--- src/rtl/fetch_ctrl.sv ---
// Instruction-fetch sequencer: owns the fetch PC, drives a data_ok-handshaked
// instruction bus, buffers one instruction for decode and absorbs redirects.
package fetch_ctrl_pkg;
    typedef struct packed {
        logic        valid;
        logic [63:0] addr;
    } ibus_req_t;

    typedef struct packed {
        logic        addr_ok;
        logic        data_ok;
        logic [31:0] data;
    } ibus_resp_t;
endpackage

module fetch_ctrl
    import fetch_ctrl_pkg::*;
#(
    parameter logic [63:0] RESET_PC = 64'h0000_0000_8000_0000,
    parameter logic [63:0] PC_STEP  = 64'd4
) (
    input  logic        clk,
    input  logic        reset,
    output ibus_req_t   ireq,
    input  ibus_resp_t  iresp,
    input  logic        redirect_valid,
    input  logic [63:0] redirect_pc,
    input  logic        stall,
    output logic        out_valid,
    output logic [63:0] out_pc,
    output logic [31:0] out_instr,
    output logic [31:0] discard_cnt
);

    typedef enum logic [1:0] {
        S_REQ         = 2'd0,
        S_WAIT_ACCEPT = 2'd1,
        S_DISCARD     = 2'd2
    } state_t;

    state_t      state_q, state_d;
    logic [63:0] fetch_addr_q, fetch_addr_d;
    logic [63:0] next_pc_q, next_pc_d;
    logic        out_valid_q, out_valid_d;
    logic [63:0] out_pc_q, out_pc_d;
    logic [31:0] out_instr_q, out_instr_d;
    logic [31:0] discard_cnt_q, discard_cnt_d;

    // The handshake is data_ok only; addr_ok is deliberately not consulted.
    logic        unused_addr_ok;
    assign unused_addr_ok = iresp.addr_ok;

    // State and datapath registers with synchronous reset.
    always_ff @(posedge clk) begin
        if (reset) begin
            state_q       <= S_REQ;
            fetch_addr_q  <= RESET_PC;
            next_pc_q     <= RESET_PC;
            out_valid_q   <= 1'b0;
            out_pc_q      <= 64'd0;
            out_instr_q   <= 32'd0;
            discard_cnt_q <= 32'd0;
        end else begin
            state_q       <= state_d;
            fetch_addr_q  <= fetch_addr_d;
            next_pc_q     <= next_pc_d;
            out_valid_q   <= out_valid_d;
            out_pc_q      <= out_pc_d;
            out_instr_q   <= out_instr_d;
            discard_cnt_q <= discard_cnt_d;
        end
    end

    // Next-state logic; an in-flight bus transaction is never aborted, only drained.
    always_comb begin
        state_d       = state_q;
        fetch_addr_d  = fetch_addr_q;
        next_pc_d     = next_pc_q;
        out_valid_d   = out_valid_q;
        out_pc_d      = out_pc_q;
        out_instr_d   = out_instr_q;
        discard_cnt_d = discard_cnt_q;
        case (state_q)
            S_REQ: begin
                if (iresp.data_ok) begin
                    if (redirect_valid) begin
                        discard_cnt_d = discard_cnt_q + 32'd1;
                        fetch_addr_d  = redirect_pc;
                    end else begin
                        out_instr_d  = iresp.data;
                        out_pc_d     = fetch_addr_q;
                        out_valid_d  = 1'b1;
                        fetch_addr_d = fetch_addr_q + PC_STEP;
                        state_d      = S_WAIT_ACCEPT;
                    end
                end else if (redirect_valid) begin
                    next_pc_d = redirect_pc;
                    state_d   = S_DISCARD;
                end else begin
                    state_d = S_REQ;
                end
            end
            S_WAIT_ACCEPT: begin
                // Redirect outranks stall: the buffered instruction is squashed.
                if (redirect_valid) begin
                    out_valid_d  = 1'b0;
                    fetch_addr_d = redirect_pc;
                    state_d      = S_REQ;
                end else if (!stall) begin
                    out_valid_d = 1'b0;
                    state_d     = S_REQ;
                end else begin
                    state_d = S_WAIT_ACCEPT;
                end
            end
            S_DISCARD: begin
                if (redirect_valid) begin
                    next_pc_d = redirect_pc;
                end else begin
                    next_pc_d = next_pc_q;
                end
                if (iresp.data_ok) begin
                    discard_cnt_d = discard_cnt_q + 32'd1;
                    fetch_addr_d  = redirect_valid ? redirect_pc : next_pc_q;
                    state_d       = S_REQ;
                end else begin
                    state_d = S_DISCARD;
                end
            end
            default: begin
                state_d = S_REQ;
            end
        endcase
    end

    // Bus request: address always mirrors fetch_addr, valid suppressed during reset.
    always_comb begin
        ireq.addr  = fetch_addr_q;
        ireq.valid = ((state_q == S_REQ) || (state_q == S_DISCARD)) && !reset;
    end

    assign out_valid   = out_valid_q;
    assign out_pc      = out_pc_q;
    assign out_instr   = out_instr_q;
    assign discard_cnt = discard_cnt_q;

endmodule
--- config.mk ---
export PLATFORM = sky130hd
export DESIGN_NAME = fetch_ctrl
export DESIGN_NICKNAME = d
export VERILOG_FILES = /design/src/rtl/fetch_ctrl.sv
export SDC_FILE = /design/constraint.sdc
export NUM_CORES = 1
export LEC_CHECK = 0
export ABC_AREA = 0
export CAP_MARGIN = 20
export CELL_PAD_IN_SITES_DETAIL_PLACEMENT = 0
export CELL_PAD_IN_SITES_GLOBAL_PLACEMENT = 2
export CORE_MARGIN = 8
export CORE_UTILIZATION = 30
export CTS_CLUSTER_SIZE = 40
export DETAILED_ROUTE_END_ITERATION = 7
export GPL_ROUTABILITY_DRIVEN = 0
export HOLD_SLACK_MARGIN = 0.06
export PLACE_DENSITY = 0.95
export SYNTH_ARGS = -nofsm -noshare
export SYNTH_HDL_FRONTEND = slang
export SYNTH_SLANG_ARGS = --single-unit
--- constraint.sdc ---
create_clock -name clk -period 6.5 [get_ports clk]
set_input_delay 1.3 -clock clk [delete_from_list [all_inputs] [get_ports clk]]
set_output_delay 1.3 -clock clk [all_outputs]
set_load 0.05 [all_outputs]
==> results.md, run 1 <==
- The run finished with clean final reports.
- The initial antenna violation count is 15.
- The clock sink total is 259.
- The Yosys step of the flow raised 0 warnings.
- The master of the slowest instance on the critical path is sky130_fd_sc_hd__clkdlybuf4s50_1.
- The floorplan step set the die width to between 200 and 250 um.
- Setup repair after global routing left no endpoint under its margin.
- The largest stage delay on the critical path is between 800 and 900 ps.
- The kind of end point of the critical path is an output port.
- The maximum buffer depth of the clock tree is 3.
- The total detailed-routing wirelength is between 40,000 and 50,000 um.
- After detailed routing, the number of remaining DRC violations is 0.
- The class of the tightest hold or removal check is flop to flop.
- Input and output buffers added on the ports amount to between 200 and 300.
- Clock tree synthesis selected as its root buffer the cell sky130_fd_sc_hd__clkbuf_16.
- The number of global-route vias before repair is 11,610.
- The net count of the finished layout is 1,978.
- The count of maximum capacitance violations is 0.
- Global routing finished with a remaining overflow of 0.
- The area of the mapped netlist is between 0.01 and 0.015 mm2.
- The final cell count without fillers is 2,425.
- The wire length of the first global-routing pass is approximately 71,000 um.
- The top cell type's share of synthesized area is between 40% and 50%.
- After synthesis, the mean cell area works out to about 7.5 um2.
- IR analysis of the VDD net gives a maximum drop of approximately 0.00017 V.
- From bottom edge to top edge, the die measures roughly 220 um.
- Global routing used approximately a fifth of the available tracks.
- After floorplanning, the core was sized to cover approximately 0.04 mm2.
- Walking the worst path, the cells encountered are clkbuf_8 -> nor2_1 -> clkdlybuf4s50_1.
- Detailed placement ended at an HPWL of 32,500 um.
- For the finished layout, the period the worst path requires is about 4000 ps.
- At the pin with the least slew margin, the transition time is roughly 1000 ps.
- The number of flip-flops and latches in the synthesized netlist is roughly 260.
- After the first detailed-routing iteration, the DRC count stood at about 940.
- The clock latency reported for the late side of the worst-skew pair is 540 ps.
- The via count normalized by instance count is ~5.2.
- The kind of start point of the critical path is a primary input.
- TritonCTS built the clock tree.
- The fmax is approximately 250 MHz.
- At the worst endpoint, the required time is 5200 ps.
- The type of the setup path with the least slack is primary input to output port.
- The clock buffer count from CTS is 34.
- The post-route netlist has approximately 6.3% of its cells at a drive strength greater than 1.
- In this run, placement finished with an instance count of 2,366.
- The gate count of the mapped netlist is ~1,700.
- The detail route stage leaves a number of antenna-violating nets equal to 0.
- The relative max-transition margin is about 33%.
- The H-tree depth is 2.
- The pin count of the biggest net entering global routing is between 150 and 200.
- The mean routed wirelength per cell is roughly 20 um.
- The first-pass detailed-route iteration total is 6.
- The total power per unit cell area is 272 mW/mm2.
- On the final layout, the worst clock skew is about 22 ps.
- The die area is 0.0480 mm2.
- The critical path data arrival time is between 2000 and 3000 ps.
- The count of final setup violators is 0.
- From synthesis to final layout, the design area changed by 35.3%.
- The net count after synthesis is about 1,800.
- Among all flip-flop cells after synthesis, the most frequent one is sky130_fd_sc_hd__dfxtp_1.
- The total via count in the routed design is ~13,000.
- After clock tree synthesis, the clock-pin slew on the worst setup and hold paths is about 50 ps.
- In this run the static leakage power is approximately 0.0056 uW.
- 296 I/O pins were placed.
- The number of enable-type register cells in the synthesized netlist is 0.
- Along the worst path, the maximum fanout reaches 90.
- The distinct cell type count of the synthesized netlist is slightly above 70.
- Buffers inserted to repair hold after CTS numbered 0.
- The cell type with the largest total area after synthesis is sky130_fd_sc_hd__dfxtp_1.
- The number of filler instances in the final layout is roughly 4,100.
- For this run, asynchronously set or reset flops after synthesis account for 0%.
- The post-CTS setup buffer count is 0.
- The sequential area share after synthesis is around two fifths.
- The final number of hold-violating endpoints was 0.
- In the post-synthesis netlist, the biggest area contributors are sky130_fd_sc_hd__dfxtp_1 42%, sky130_fd_sc_hd__nand2_1 13%, sky130_fd_sc_hd__a21oi_1 11%.
- The number of gates resized after CTS was 0.
- The floorplan has 74 rows.
- The sum of internal, switching and leakage power is around 4600 uW.
- The number of slew-limit violations in the final report is 0.
- Adding up every negative setup slack in the final design gives 0 ps.
- The initial utilization of the core area, before any placement, comes to 30.4%.
- The final critical path takes up approximately three fifths of the cycle.
==> metrics by stage <==
step | worst slack [ps] | util (%) | instance area (um2) | hold slack (ps)
after floorplan | 2620 | - | 12400 | 434
after global placement | 2480 | 38.4 | 15600 | 439
after detailed placement | 2490 | 38.5 | 15700 | 446
after CTS | 2480 | 41.1 | 16700 | 453
after global routing | 2370 | 41.1 | 16700 | 465
final | 2480 | 41.1 | 16700 | 452
==> registers in the layout, summed over array words and instances, names as in the netlist <==
name / flops
out_instr: 32
fetch_addr_q: 64
out_pc: 64
out_valid: 1
next_pc_q: 64
state_q: 2
discard_cnt: 32
==> path summary, 6_finish.rpt <==
path	startpoint	to	slack, ps	cells after the start
setup reg to reg	state_q[0]	fetch_addr_q[45]	3250	10
hold reg to reg	next_pc_q[15]	next_pc_q[15]	450	2
hold / removal	next_pc_q[15]	next_pc_q[15]	450	2
setup / recovery	reset	ireq[64]	2480	3
==> cell type report <==
type / instances / area (um2) / share of cell area (%)
Multi-Input combinational cell: 1238 / 6610 / 39.5
Sequential cell: 259 / 5180 / 31.0
Timing Repair Buffer: 314 / 3120 / 18.7
Clock buffer: 43 / 946 / 5.65
Tap cell: 532 / 666 / 3.98
Clock inverter: 11 / 111 / 0.665
Inverter: 23 / 86.3 / 0.516
Antenna cell: 5 / 12.5 / 0.0747
==> layer usage <==
metal  vias up  GRT usage (%)  part of all wire [%]
met5         -              0                  0.25
met4        20           6.12                   2.5
met3        88           5.49                   7.7
met2       355           28.9                    46
met1      5950           24.8                    44
li1       6207              -                     -
==> critical path: cells and delay by family <==
family,cells,cell delay [ps]
and+or+nand+nor,1,200
buffers and inverters,2,1180
==> layout by cell type, fill, tap and decap left out, drive strengths merged, types with 7 or more instances in the layout <==
cell type      count
and3              14
a21o               9
nor2             105
a31oi             18
xnor2             17
and2               7
xor2              16
inv               24
dfxtp            259
mux2               8
a211oi            19
clkinv             7
nor4              17
clkdlybuf4s50    292
nor3              31
a22o              12
nand4             23
a21oi            273
o22ai              9
clkbuf            44
nand3             35
or3               10
a22oi             31
nand2            416
mux2i              8
o21a               8
buf               21
o21ai             61
and4              12
nor2b              7
==> power breakdown <==
group	total (uW)	leakage [uW]	internal [uW]	switching, uW
clock	1830	0.000525	1100	727
combinational	934	0.00295	319	615
sequential	1790	0.00211	1680	116
==> logic make-up after synthesis <==
family | share of synthesized area (%)
mux | 1.38
xor+xnor | 2.34
flops | 41.9
compound gates | 23.2
simple gates | 25.6
buf+inv | 4.99
fa+ha+maj | 0.607
==> cells in the mapped netlist, types with 7 or more instances <==
cell / number
sky130_fd_sc_hd__inv_1: 23
sky130_fd_sc_hd__clkbuf_1: 97
sky130_fd_sc_hd__xor2_1: 16
sky130_fd_sc_hd__buf_2: 14
sky130_fd_sc_hd__xnor2_1: 17
sky130_fd_sc_hd__a22oi_1: 31
sky130_fd_sc_hd__a31oi_1: 18
sky130_fd_sc_hd__a21o_1: 9
sky130_fd_sc_hd__o21a_1: 8
sky130_fd_sc_hd__mux2_2: 8
sky130_fd_sc_hd__buf_1: 21
sky130_fd_sc_hd__nand2_1: 416
sky130_fd_sc_hd__o21ai_0: 55
sky130_fd_sc_hd__a211oi_1: 17
sky130_fd_sc_hd__nor2_1: 105
sky130_fd_sc_hd__nand4_1: 21
sky130_fd_sc_hd__mux2i_1: 8
sky130_fd_sc_hd__nand3_1: 30
sky130_fd_sc_hd__and3_1: 14
sky130_fd_sc_hd__a22o_1: 12
sky130_fd_sc_hd__or3_1: 10
sky130_fd_sc_hd__and4_1: 12
sky130_fd_sc_hd__a21oi_1: 273
sky130_fd_sc_hd__nor2b_1: 7
sky130_fd_sc_hd__nor3_1: 31
sky130_fd_sc_hd__o22ai_1: 9
sky130_fd_sc_hd__nor4_1: 11
sky130_fd_sc_hd__dfxtp_1: 259
(Power assumes the default switching activity.)
==> run 2: changes to the inputs <==
--- a/config.mk
+++ b/config.mk
@@ -10,12 +10,12 @@
 export CELL_PAD_IN_SITES_DETAIL_PLACEMENT = 0
 export CELL_PAD_IN_SITES_GLOBAL_PLACEMENT = 2
 export CORE_MARGIN = 8
-export CORE_UTILIZATION = 30
+export CORE_UTILIZATION = 25
 export CTS_CLUSTER_SIZE = 40
 export DETAILED_ROUTE_END_ITERATION = 7
 export GPL_ROUTABILITY_DRIVEN = 0
 export HOLD_SLACK_MARGIN = 0.06
-export PLACE_DENSITY = 0.95
+export PLACE_DENSITY = 0.88
 export SYNTH_ARGS = -nofsm -noshare
 export SYNTH_HDL_FRONTEND = slang
 export SYNTH_SLANG_ARGS = --single-unit
==> constraint.sdc (replaced) <==
create_clock -name clk -period 3.69 [get_ports clk]
set_input_delay 0.738 -clock clk [delete_from_list [all_inputs] [get_ports clk]]
set_output_delay 0.738 -clock clk [all_outputs]
set_load 0.05 [all_outputs]
==> run 2 against run 1 <==
Net effect: non-clock buffer count is 32 higher; sequential share of layout area fell by 0.83 points; sequential cell count is the same; first-iteration DRC count grew 3.1%; global-route usage down 2.1 points; final cell count up 7.0%; routed wire length rose by 4.8%; clock power rose by 78%; critical path depth grew 2; sequential power rose by 74%; clock skew is 5.6 ps higher; via count is 0.12% higher; critical path type is now flop to output port.
==> results.md, run 2 (synthesized netlist as in run 1, its figures left out) <==
- The worst hold margin came to 452 ps (about the same).
- The internal portion of total power is 5520 uW (was 3100 uW).
- The DRC marker count from the first detailed-route iteration is 971 (was 942).
- The kind of end point of the critical path is an output port (unchanged).
- The die width is 238 um (was 219 um).
- The via count normalized by instance count is 4.87 (was 5.20).
- The combined area of the multi-input logic cells was 0.00661 mm2 (unchanged).
- The initial antenna violation count is 17 (was 15).
- The largest stage delay on the critical path is 820 ps (about the same).
- Timing would allow up to about 310 MHz.
- Commonest cells after routing, fill and taps aside: 416 x sky130_fd_sc_hd__nand2_1, 292 x sky130_fd_sc_hd__clkdlybuf4s50_1, 273 x sky130_fd_sc_hd__a21oi_1 (unchanged).
- The remaining antenna violation count is 0 (unchanged).
- The maximum resistive drop on vdd is 0.000284 V (was 0.000168 V).
- The total detailed-routing wirelength is 49,400 um (was 47,200 um).
- The number of nets in the layout is 2,010 (was 1,978).
- Setup repair after global routing missed its margin: false (unchanged).
- The net load switching power is 2610 uW (was 1460 uW).
- The number of buffer and inverter instances along the worst setup path was 2 (unchanged).
- The cell type with the highest occurrence count on the critical path is sky130_fd_sc_hd__nor2_1.
- The most frequent standard cell in the layout excluding fill and tap cells was sky130_fd_sc_hd__nand2_1 (unchanged).
- The H-tree depth is 2 (unchanged).
- The proportion of power drawn by flip-flops and latches was 38.3% (was 39.4%).
- The type of the setup path with the least slack is flop to output port (was primary input to output port).
- The mean routed wirelength per cell is 19.1 um (was 19.4 um).
- The post-detailed-placement half-perimeter wirelength came to 35,300 um (was 32,500 um).
- The area taken by flip-flops and latches is 0.00518 mm2 (unchanged).
- The pin count of the biggest net entering global routing came to 124 (was 175).
- The kind of start point of the critical path is a flop (was primary input).
- The count of input and output buffers came to 294 (unchanged).
- The portion of total power attributed to the clock network came to 40.1% (about the same).
- The number of hold buffers added after CTS is 0 (unchanged).
- The maximum buffer depth of the clock tree is 3 (unchanged).
- The boundary pin count was 296 (unchanged).
- CP cell instances: inv_1 -> ha_2 -> nor2_1 -> nor2_1 -> clkdlybuf4s50_1 (was clkbuf_8 -> nor2_1 -> clkdlybuf4s50_1).
- The total via count in the routed design is 12,635 (was 12,620).
- The final cycle utilization of the critical path is between 80% and 90%.
- The largest driver fanout on the critical path came to 14 (was 90).
- The relative max-transition margin is 41.8% (was 33.2%).
- The post-route setup TNS came to 0 ps (unchanged).
- The total routing usage reported by global routing was 16.6% (was 18.7%).
- The floorplan row count is 81 (was 74).
- The power share of the combinational group is 21.6% (was 20.5%).
- The initial core utilization is 25.3% (was 30.4%).
- The clock buffer count from CTS is 34 (unchanged).
- The remaining routing DRC violations came to 0 (unchanged).
- The clock tree from TritonCTS was done (unchanged).
- The minimum clock period is approximately 3200 ps.
- The overflow left after global routing came to 0 (unchanged).
- The count of maximum capacitance violations is 0 (unchanged).
- The wire length of the first global-routing pass is 73,900 um (was 70,800 um).
- The area added between synthesis and finish is 39.0% (was 35.3%).
- The count of final setup violators came to 0 (unchanged).
- The global routing usage on met2 is 26.6% (was 28.9%).
- The clock latency reported for the late side of the worst-skew pair is 550 ps (was 540 ps).
- The layer with the highest usage is met2 (unchanged).
- The fraction of met1 tracks used by global routing was 21.3% (was 24.8%).
- The clock sink total is 259 (unchanged).
- The critical path data arrival time came to 2460 ps (was 2720 ps).
- The fraction of power spent switching nets came to 32.2% (was 32.0%).
- The die area is 0.0569 mm2 (was 0.0480 mm2).
- The met3 demand-to-capacity share in global routing was 5.31% (was 5.49%).
- The number of filler instances in the final layout is 5,069 (was 4,149).
- The class of the tightest hold or removal check is flop to flop (unchanged).
- The placeable core area is 0.0490 mm2 (was 0.0407 mm2).
- The required time at the endpoint of the critical path is 2950 ps (was 5200 ps).
- The worst-margin pin slew was 873 ps (was 1000 ps).
- The number of global-route vias before repair is 11,536 (was 11,610).
- The setup slack of the worst register-to-register path is 1000 ps (was 3250 ps).
- The total power per unit cell area came to 473 mW/mm2 (was 272 mW/mm2).
- The clock root buffer is sky130_fd_sc_hd__clkbuf_16 (unchanged).
- The number of slew-limit violations in the final report is 0 (unchanged).
- The setup skew after layout was 27.4 ps (was 21.8 ps).
- The leakage dissipation is 0.00577 uW (was 0.00558 uW).
- The post-CTS setup buffer count is 0 (unchanged).
- The y dimension of the die was 238 um (was 219 um).
- Run status: finished, final reports clean (unchanged).
- The master of the slowest instance on the critical path is sky130_fd_sc_hd__clkdlybuf4s50_1 (unchanged).
- The family with the most delay on the worst path is buffers and inverters (unchanged).
- The number of instances resized during post-cts repair is 0 (unchanged).
- The fraction of final layout cells sized beyond drive strength 1 is 7.89% (was 6.25%).
- The final number of hold-violating endpoints is 0 (unchanged).
- The first-pass detailed-route iteration total is 6 (unchanged).
- The clock edge transition at the registers on the reported setup and hold paths is 50 ps (about the same).
run 2: final timing paths:
path | start | endpoint | cells past startpoint
worst max-delay path | state_q[0] | ireq[64] | 5
worst min-delay path | next_pc_q[10] | next_pc_q[10] | 2
worst max register to register | fetch_addr_q[6] | fetch_addr_q[61] | 6
worst min register to register | next_pc_q[10] | next_pc_q[10] | 2
run 2: metrics by stage:
stage          cells  total power, uW  utilization, %  cell area [um2]  worst slack [ps]
4_1_cts         2590             8230            35.1            17200               448
3_3_place_gp    2530             4920            32.9            16100               745
6_report        2594             8130            35.2            17200               491
3_5_place_dp    2530             4940            32.9            16100               713
2_1_floorplan   1654             4210               -            12400               937
5_1_grt         2592             8500            35.1            17200               376
run 2: layout make-up:
| class | count | area share [%] |
|---|---|---|
| Antenna cell | 4 | 0.0582 |
| Clock buffer | 50 | 5.82 |
| Clock inverter | 10 | 0.494 |
| Inverter | 23 | 0.502 |
| Sequential cell | 259 | 30.1 |
| Timing Repair Buffer | 346 | 19.7 |
| Tap cell | 664 | 4.83 |
| Multi-Input combinational cell | 1238 | 38.4 |
run 2: worst register-to-register path, cell delays in order (launching register included):
cell and delay, ps:
sky130_fd_sc_hd__dfxtp_1 480, sky130_fd_sc_hd__nand4_1 260, sky130_fd_sc_hd__nor4_2 580, sky130_fd_sc_hd__and4b_1 590
sky130_fd_sc_hd__nand3_1 160, sky130_fd_sc_hd__mux2i_1 160, sky130_fd_sc_hd__a2111oi_0 360
run 2: routing by layer:
| layer | wire length [um] | vias up |
|---|---|---|
| met5 | 138 | - |
| met2 | 23200 | 298 |
| met1 | 21600 | 5973 |
| met3 | 3530 | 76 |
| li1 | - | 6266 |
| met4 | 956 | 22 |
run 2: power by group through the flow:
stage / sequential (uW) / combinational, uW / clock [uW]
floorplan: 3540 / 671 / 0
global route: 3140 / 1880 / 3480
CTS: 3110 / 1770 / 3350
detailed placement: 3170 / 1760 / 0
finish: 3110 / 1760 / 3260
global placement: 3170 / 1750 / 0
